--- src/rtl/spawn_scheduler.sv ---
// -----------------------------------------------------------------------------
// spawn_scheduler
//
// Frame-driven controller for the falling-object slots. It keeps a y position
// per slot, advances every slot once per accepted frame tick, then walks the
// slots in ascending order and respawns any slot that has reached the bottom.
// Each respawn is a single-cycle one-hot load_x strobe with a bounded random
// column index on rand_int, one slot per cycle.
//
// Optional build macro: SPAWN_COUNT_EN
//   defined   : spawn_count is a 16-bit wrapping count of LOAD cycles.
//   undefined : no counter register exists; spawn_count reads 16'd0.
//
// Ports:
//   clk          in   system clock, rising edge
//   reset        in   synchronous active-high reset
//   enable       in   game running; frame ticks ignored while low
//   frame_tick   in   one-cycle pulse per frame
//   load_x       out  one-hot respawn strobe (NUM_OBJ bits), zero when idle
//   rand_int     out  column index 0..14, valid while load_x != 0
//   y_all        out  packed y positions, slot i at [8i+7:8i]
//   busy         out  high whenever the sequencer is not idle
//   overrun      out  sticky: a frame tick arrived while busy
//   spawn_count  out  respawn counter (see macro above)
// -----------------------------------------------------------------------------
module spawn_scheduler #(
  parameter int         NUM_OBJ   = 10,
  parameter int         Y_MAX     = 120,
  parameter int         Y_STEP    = 1,
  parameter int         Y_GAP     = 12,
  parameter logic [7:0] LFSR_SEED = 8'hA5
) (
  input  logic                 clk,
  input  logic                 reset,
  input  logic                 enable,
  input  logic                 frame_tick,
  output logic [NUM_OBJ-1:0]   load_x,
  output logic [3:0]           rand_int,
  output logic [8*NUM_OBJ-1:0] y_all,
  output logic                 busy,
  output logic                 overrun,
  output logic [15:0]          spawn_count
);

  localparam int               IDX_W    = (NUM_OBJ > 1) ? $clog2(NUM_OBJ) : 1;
  localparam logic [IDX_W-1:0] IDX_LAST = IDX_W'(NUM_OBJ - 1);
  localparam logic [7:0]       Y_MAX_B  = 8'(Y_MAX);
  localparam logic [8:0]       Y_STEP_W = 9'(Y_STEP);
  localparam logic [NUM_OBJ-1:0] ONE_HOT0 = {{(NUM_OBJ-1){1'b0}}, 1'b1};

  localparam logic [1:0] ST_IDLE   = 2'd0;
  localparam logic [1:0] ST_UPDATE = 2'd1;
  localparam logic [1:0] ST_SCAN   = 2'd2;
  localparam logic [1:0] ST_LOAD   = 2'd3;

  logic [1:0]         state_q, state_d;
  logic [IDX_W-1:0]   idx_q, idx_d;
  logic [7:0]         y_q [NUM_OBJ];
  logic [7:0]         y_d [NUM_OBJ];
  logic [7:0]         lfsr_q, lfsr_d;
  logic [3:0]         rand_q, rand_d;
  logic [NUM_OBJ-1:0] load_x_q, load_x_d;
  logic               overrun_q, overrun_d;
  logic               cnt_inc;

  // Per-slot datapath: saturating advance, bottom detect, output packing.
  // The sum is taken at 9 bits so a large step cannot wrap before the clamp.
  logic [8:0]         y_sum [NUM_OBJ];
  logic [7:0]         y_sat [NUM_OBJ];
  logic [NUM_OBJ-1:0] expired;

  genvar gi;
  generate
    for (gi = 0; gi < NUM_OBJ; gi++) begin : g_slot
      assign y_sum[gi]          = {1'b0, y_q[gi]} + Y_STEP_W;
      assign y_sat[gi]          = (y_sum[gi] >= {1'b0, Y_MAX_B}) ? Y_MAX_B : y_sum[gi][7:0];
      assign expired[gi]        = (y_q[gi] >= Y_MAX_B);
      assign y_all[8*gi +: 8]   = y_q[gi];
    end
  endgenerate

  always_comb begin
    state_d   = state_q;
    idx_d     = idx_q;
    y_d       = y_q;
    rand_d    = rand_q;
    load_x_d  = '0;
    overrun_d = overrun_q;
    cnt_inc   = 1'b0;

    // Fibonacci LFSR, x^8+x^6+x^5+x^4+1, free-running every cycle.
    lfsr_d = {lfsr_q[6:0], lfsr_q[7] ^ lfsr_q[5] ^ lfsr_q[4] ^ lfsr_q[3]};

    // Ticks that land while a sequence is in flight are dropped, but remembered.
    if (frame_tick && (state_q != ST_IDLE)) begin
      overrun_d = 1'b1;
    end

    case (state_q)
      ST_IDLE: begin
        if (frame_tick && enable) begin
          state_d = ST_UPDATE;
        end
      end
      ST_UPDATE: begin
        for (int i = 0; i < NUM_OBJ; i++) begin
          y_d[i] = y_sat[i];
        end
        idx_d   = '0;
        state_d = ST_SCAN;
      end
      ST_SCAN: begin
        if (expired[idx_q]) begin
          // Column 15 is folded onto 0 so the index stays within 0..14.
          rand_d   = (lfsr_q[3:0] == 4'hF) ? 4'h0 : lfsr_q[3:0];
          load_x_d = ONE_HOT0 << idx_q;
          state_d  = ST_LOAD;
        end else if (idx_q == IDX_LAST) begin
          state_d = ST_IDLE;
        end else begin
          idx_d = idx_q + 1'b1;
        end
      end
      ST_LOAD: begin
        y_d[idx_q] = 8'd0;
        cnt_inc    = 1'b1;
        if (idx_q == IDX_LAST) begin
          state_d = ST_IDLE;
        end else begin
          idx_d   = idx_q + 1'b1;
          state_d = ST_SCAN;
        end
      end
      default: begin
        state_d = ST_IDLE;
      end
    endcase
  end

  always_ff @(posedge clk) begin
    if (reset) begin
      state_q   <= ST_IDLE;
      idx_q     <= '0;
      lfsr_q    <= LFSR_SEED;
      rand_q    <= 4'd0;
      load_x_q  <= '0;
      overrun_q <= 1'b0;
      for (int i = 0; i < NUM_OBJ; i++) begin
        y_q[i] <= 8'(i * Y_GAP);
      end
    end else begin
      state_q   <= state_d;
      idx_q     <= idx_d;
      lfsr_q    <= lfsr_d;
      rand_q    <= rand_d;
      load_x_q  <= load_x_d;
      overrun_q <= overrun_d;
      y_q       <= y_d;
    end
  end

`ifdef SPAWN_COUNT_EN
  logic [15:0] cnt_q, cnt_d;

  always_comb begin
    cnt_d = cnt_q + {15'd0, cnt_inc};
  end

  always_ff @(posedge clk) begin
    if (reset) begin
      cnt_q <= 16'd0;
    end else begin
      cnt_q <= cnt_d;
    end
  end

  assign spawn_count = cnt_q;
`else
  logic unused_cnt_inc;
  assign unused_cnt_inc = cnt_inc;
  assign spawn_count    = 16'd0;
`endif

  assign load_x   = load_x_q;
  assign rand_int = rand_q;
  assign busy     = (state_q != ST_IDLE);
  assign overrun  = overrun_q;

endmodule

--- config.mk ---
export PLATFORM = sky130hd
export DESIGN_NAME = spawn_scheduler
export DESIGN_NICKNAME = d
export VERILOG_FILES = /design/src/rtl/spawn_scheduler.sv
export SDC_FILE = /design/constraint.sdc
export NUM_CORES = 1
export LEC_CHECK = 0
export ABC_AREA = 1
export BUFFER_PORTS_ARGS = -buffer_cell sky130_fd_sc_hd__buf_2
export CELL_PAD_IN_SITES_DETAIL_PLACEMENT = 2
export CELL_PAD_IN_SITES_GLOBAL_PLACEMENT = 2
export CORE_ASPECT_RATIO = 1.4
export CORE_UTILIZATION = 33
export CTS_CLUSTER_DIAMETER = 200
export CTS_CLUSTER_SIZE = 14
export DETAILED_ROUTE_END_ITERATION = 16
export PLACE_DENSITY_LB_ADDON = 0.1
export SYNTH_ARGS = -nofsm -noshare
export SYNTH_HDL_FRONTEND = slang
export SYNTH_SLANG_ARGS = --single-unit
--- constraint.sdc ---
create_clock -name clk -period 3.03 [get_ports clk]
set_input_delay 0.1515 -clock clk [delete_from_list [all_inputs] [get_ports clk]]
set_output_delay 0.1515 -clock clk [all_outputs]
set_load 0.03 [all_outputs]
== Yosys cells after proc, flatten, opt, wreduce, memory -nomap -nowiden ==
Cells that the tools add are included.

* Add/sub/neg operators: 11
* Multipliers: 0
* Divide/modulo/power cells: 0
* $lt $le $gt $ge: 23
* Equality and inequality tests: 8
* Shift-type cells: 1
* Mux-type cells: 24
* Bitwise logic cells: 8
* Reduce and logical (&&, ||, !) cells: 11

{| class="wikitable"
|+ Operators by type and width
! kind !! number
|-
| $pmux 80 s2 || 1
|-
| $add 8x1->9 const B || 10
|-
| $ge 9x7->1 const B || 10
|-
| $mux 8 || 11
|-
| $and 80x80->80 || 1
|-
| $ge 8x7->1 const B || 10
|-
| $not 80->80 || 1
|-
| $demux 8 s4 || 1
|-
| $mux 4 || 3
|-
| $pmux 4 s3 || 1
|-
| $shl 1x4->10 const A || 1
|-
| $eq 4x4->1 const B || 2
|-
| $mux 2 || 4
|-
| $pmux 2 s4 || 1
|-
| $reduce_and 2->1 || 3
|-
| $ge 5x5->1 const B || 1
|-
| $lt 4x5->1 const B || 1
|-
| $lt 5x1->1 const B || 1
|-
| $not 4->5 || 1
|-
| $add 4x1->4 const B || 1
|-
| $bmux 1 s4 || 1
|-
| $eq 2x2->1 const B || 2
|-
| $ne 2x2->1 const B || 2
|-
| $reduce_bool 2->1 || 2
|-
| other kinds (9) || 14
|}

* Register bits after elaboration: 109
* Bits in latches: 0
* RAM bits: 0
* ROM bits: 0
* Input bits: 4
* Output and inout port bits: 112
* Logic and storage cells: 102
* Memories: 0

== Depth between registers and ports, before layout ==
* Depth in word-level cells: 8
* Depth in mapped cells: 13
* Mapped depth without buffers: 13

== Least setup slack after synthesis ==
Ideal clock, no wire load.

* Kind: reg2reg
* Start point: register y_q (netlist bit y_all[9])
* End point: register y_q (netlist bit y_all[10])
* Library setup time: 128 ps
* Data arrival time: 1,669 ps
* Required time: 2,902 ps
* Slack: 1,233 ps
* Stages on the path, launching flop included: 12
* Buffers on the path: 0
* Period minus slack after synthesis: 1,797 ps
* Path through: dfxtp_1 -> ha_1 -> nand3_1 -> nor2_1 -> xor2_1 -> inv_1 -> nor2_1 -> nand3_1 -> nand2_1 -> inv_1 -> nand3_1 -> o211ai_1

* Cells in the longest elaborated chain, start to end: 4

{| class="wikitable"
|+ RTL lines
! what !! RTL line !! RTL
|-
| start, declared || 58 || <nowiki>logic [7:0] y_q [NUM_OBJ];</nowiki>
|-
| start signal, assigned by index || 149 || <nowiki>y_q[i] <= 8'(i * Y_GAP);</nowiki>
|-
| start signal, assigned || 158 || <nowiki>y_q <= y_d;</nowiki>
|-
| $add 8x1->9 * || 75 || <nowiki>assign y_sum[gi] = {1'b0, y_q[gi]} + Y_STEP_W;</nowiki>
|-
| $ge 9x7->1 || 76 || <nowiki>assign y_sat[gi] = (y_sum[gi] >= {1'b0, Y_MAX_B}) ? Y_MAX_B : y_sum[gi][7:0];</nowiki>
|-
| $mux 8 * || 76 ||
|-
| $pmux 80 s2 * || 99 || <nowiki>case (state_q)</nowiki>
|}

Every way passes the cells marked *; elsewhere a longest branch is shown, timed or not.
A chain may end at the register's enable or synchronous reset.

== Worst setup path after layout ==
* Start point: register idx_q[0]
* End point: register y_q (netlist bit y_all[51])

* Cells in the longest elaborated chain, start to end: 8
* Elaborated cells on any way between the ends: 9
* Classes of those cells: 2 x order compare; 3 x mux; 3 x bitwise; 1 x reduce/logical

{| class="wikitable"
|+ RTL lines
! what !! RTL line !! RTL
|-
| start, declared || 57 || <nowiki>logic [IDX_W-1:0] idx_q, idx_d;</nowiki>
|-
| start signal, assigned || 153 || <nowiki>idx_q <= idx_d;</nowiki>
|-
| $not 4->5 (implied by the code) * || 125 || <nowiki>y_d[idx_q] = 8'd0;</nowiki>
|-
| $ge 5x5->1 (implied by the code) / $lt 5x1->1 (equally long branches) || 125 ||
|-
| $logic_and 1x1->1 (implied by the code) || 125 ||
|-
| $mux 8 (implied by the code) || 125 ||
|-
| $demux 8 s4 * || 125 ||
|-
| $not 80->80 (no line) * || n/a ||
|-
| $and 80x80->80 (no line) * || n/a ||
|-
| $pmux 80 s2 * || 99 ||
|}

Marked as above.

==> impl_metrics.csv <==
group,metric,value,unit
die,core_area,17500,um^2
timing,grt_setup_unrepaired,"false",
timing,slew_viol_final,0,
clocking,worstSkewPairLatency,0.36,ns
global_routing,grt_first_pass_wirelength,32200,um
clocking,clockBufferDepth,2,
die,die_y,160,um
clocking,path_clk_slew,0.07,ns
synth,synthAdderAreaFrac,5.08,%
synth,netlist_area,5910,um^2
finish,syn_to_final_growth,17.2,%
route,wl_per_cell,17.1,um
hold_path,holdPathStages,3,
power,ir_drop,0.274,mV
die,die_w,115,um
finish,drive_gt1_share,16.7,%
timing,whs,0.0485,ns
synth,synth_xor_xnor_area_share,5.63,%
timing,tightest_slew,0.816,ns
setup_path,worstSetupEndpointType,"register",
die,core.rowCount,57,
global_routing,overflow,0,
setup_path,r2r_setup_slack,0.82,ns
finish,diodes,0,
timing,final.setup.tns,0,ns
synth,ys_types,42,
setup_path,r2r-end,"y_all[51]",
finish,fill_cells,2108,
synth,netlist_instances,819,
finish,instances_no_fill,1154,
synth,syn_avg_cell_area,7.21,um^2
flow_run,max_cap_viol_count,0,
placement,gp_congestion,0.814,
hold_path,min-delay-start,"frame_tick",
clocking,ctsRootBufferMaster,"clkbuf_16",
hold_path,min_path_type,"input port to register",
synth,synth-seq-area-share,36.9,%
timing,finalSetupViolCount,0,
route,viasPerCell,5.06,
clocking,cts_max_level,3,
setup_path,r2r_start,"idx_q[0]",
clocking,ctsResizeCount,0,
die,start_util,33.8,%
setup_path,arrival,2.49,ns
route,drc_errors,0,
power,power.density,775,nW/um^2
route,vias,5841,
placement,portBuffers,99,
timing,slew-limit-headroom,45.0,%
setup_path,startpoint_type,"register",
placement,place_inst,1138,
route,drt_iter0_markers,217,
synth,yosys.area_share.simple,27.3,%
clocking,cts_tree,"yes",
route,totalWireLength,19700,um
power,leakage,3.08,nW
timing,min_period_over_period,73.1,%
setup_path,r2r_cells,7,
clocking,cts_hold_buf,0,
die,die_area,18500,um^2
synth,yosysWarnings,0,
timing,layout_min_cycle_time,2.21,ns
timing,skew,0.00822,ns
route,first_pass_iters,4,
timing,hold_viol_final,0,
finish,fin_util,39.6,%
global_routing,grt_pass1_vias,6358,
route,detail-route-antenna-nets,0,
clocking,cts_setup_buffers,0,
setup_path,critPathMaxFanout,8,
placement,dp_hpwl,14700,um
setup_path,crit_type,"register to register",
global_routing,antenna_found_initial,0,
clocking,cts.sinks,109,
finish,nets,941,
global_routing,grt_max_degree,58,
run_status,outcome,"completed",
synth,synth_top_family_by_area,"simple AND/OR/NAND/NOR gates",
die,io-pin-count,116,
synth,ys_seq_elements,109,
synth,synth_compound_area_share,15.1,%
synth,yosys-mux-area-fraction,0,%
timing,max_freq,452,MHz
global_routing,grt.total_usage,22.2,%
clocking,cts_made_buffers,9,
hold_path,hold_end,"overrun",
setup_path,cp_data_required_time,3.30,ns
report_power, final:
| group | switching [W] | internal, W | leakage [nW] |
|---|---|---|---|
| Combinational | 0.00150 | 0.000580 | 2.03 |
| Sequential | 0.000311 | 0.00165 | 0.887 |
| Clock | 0.000556 | 0.000769 | 0.163 |
| Total | 0.00236 | 0.00300 | 3.08 |
layer usage:
metal	part of all wire (%)	GRT usage [%]	routed length, um	up-vias
li1	-	-	-	2831
met1	41	24.6	8140	2908
met2	55	42.9	10800	81
met3	2.1	2.94	412	21
met4	1.6	6.26	317	0
met5	0	0	0	-
layout by cell type (no fill, tap or decap), types with 6 or more instances in the layout:
master     netlist  routed
a21oi_1         65      65
buf_2            9      99
buf_4           16       6
clkbuf_16        0       9
conb_1           1      16
dfxtp_1        109     109
ha_1            24      24
inv_1           94      94
nand2_1        156     156
nand3_1         68      68
nand4_1         24      24
nor2_1          73      73
o211ai_1         6       6
o21ai_0         54      54
o21ai_1          6       6
xnor2_1          8       8
xor2_1          30      30
how the worst max path moves through the flow:
stage	startpoint	endpoint	slack, ns	depth (start not counted)
floorplan	y_all[9]	y_all[10]	1.23	11
finish	idx_q[0]	y_all[51]	0.82	7
detailed placement	idx_q[0]	y_all[51]	0.81	7
global placement	idx_q[0]	y_all[51]	1.00	7
global route	idx_q[0]	y_all[51]	0.60	7
CTS	idx_q[0]	y_all[51]	0.80	7
synthesized netlist by cell type (all sizes together):
cell type	number	share of area [%]
conb	1	0.063
o31ai	3	0.47
a211o	3	0.44
a211oi	3	0.38
nand3	75	7.2
nand2	160	10
o21bai	3	0.38
xor2	30	4.4
inv	99	6.3
nor2	78	5.2
o21ai	61	5.2
o2111ai	1	0.15
a31oi	3	0.57
nand3b	4	0.51
nand4	24	2.5
o21a	2	0.25
clkbuf	12	0.76
dfxtp	109	37
o211ai	6	0.76
xnor2	8	1.2
or2	5	0.57
o221ai	2	0.30
ha	24	5.1
buf	25	2.8
a21o	3	0.38
a22oi	1	0.13
nor3	8	0.93
a21oi	66	5.7
worst max-delay path, cell delays in order (launching register included):
cell and delay [ns]:
dfxtp_1 0.53, inv_2 0.14, ha_1 0.22, inv_1 0.10
nor2_1 0.06, o21ai_0 0.64, inv_1 0.19, o221ai_1 0.24
kinds of logic after synthesis:
kind of cell	count (synthesis)
AO/OA/AOI/OAI	157
XOR/XNOR	38
AND/OR/NAND/NOR	354
other	1
buffers and inverters	136
adder cells (fa/ha/maj)	24
flip-flops	109
flip-flops by register name, indices dropped and copies added (netlist names):
register  cells
rand_int      4
state_q       2
idx_q         4
load_x       10
overrun       1
lfsr_q        8
y_all        80
per-stage QoR:
step | power (W) | area (um^2) | setup slack, ns
finish | 0.00536 | 6920 | 0.816
global route | 0.00571 | 6920 | 0.600
CTS | 0.00544 | 6920 | 0.800
detailed placement | 0.00409 | 6600 | 0.813
global placement | 0.00398 | 6600 | 1.00
floorplan | 0.00340 | 5960 | 1.23
area by class of cell:
class                           count  area, um^2  share of cell area, %
Tap cell                          236         295                   4.27
Inverter                           99         372                   5.37
Clock buffer                       12         256                   3.71
Timing Repair Buffer              105         541                   7.81
Multi-Input combinational cell    589        3210                   46.3
Clock inverter                      4        70.1                   1.01
Sequential cell                   109        2180                   31.5
Note: power is estimated with default switching activity, not from simulation.
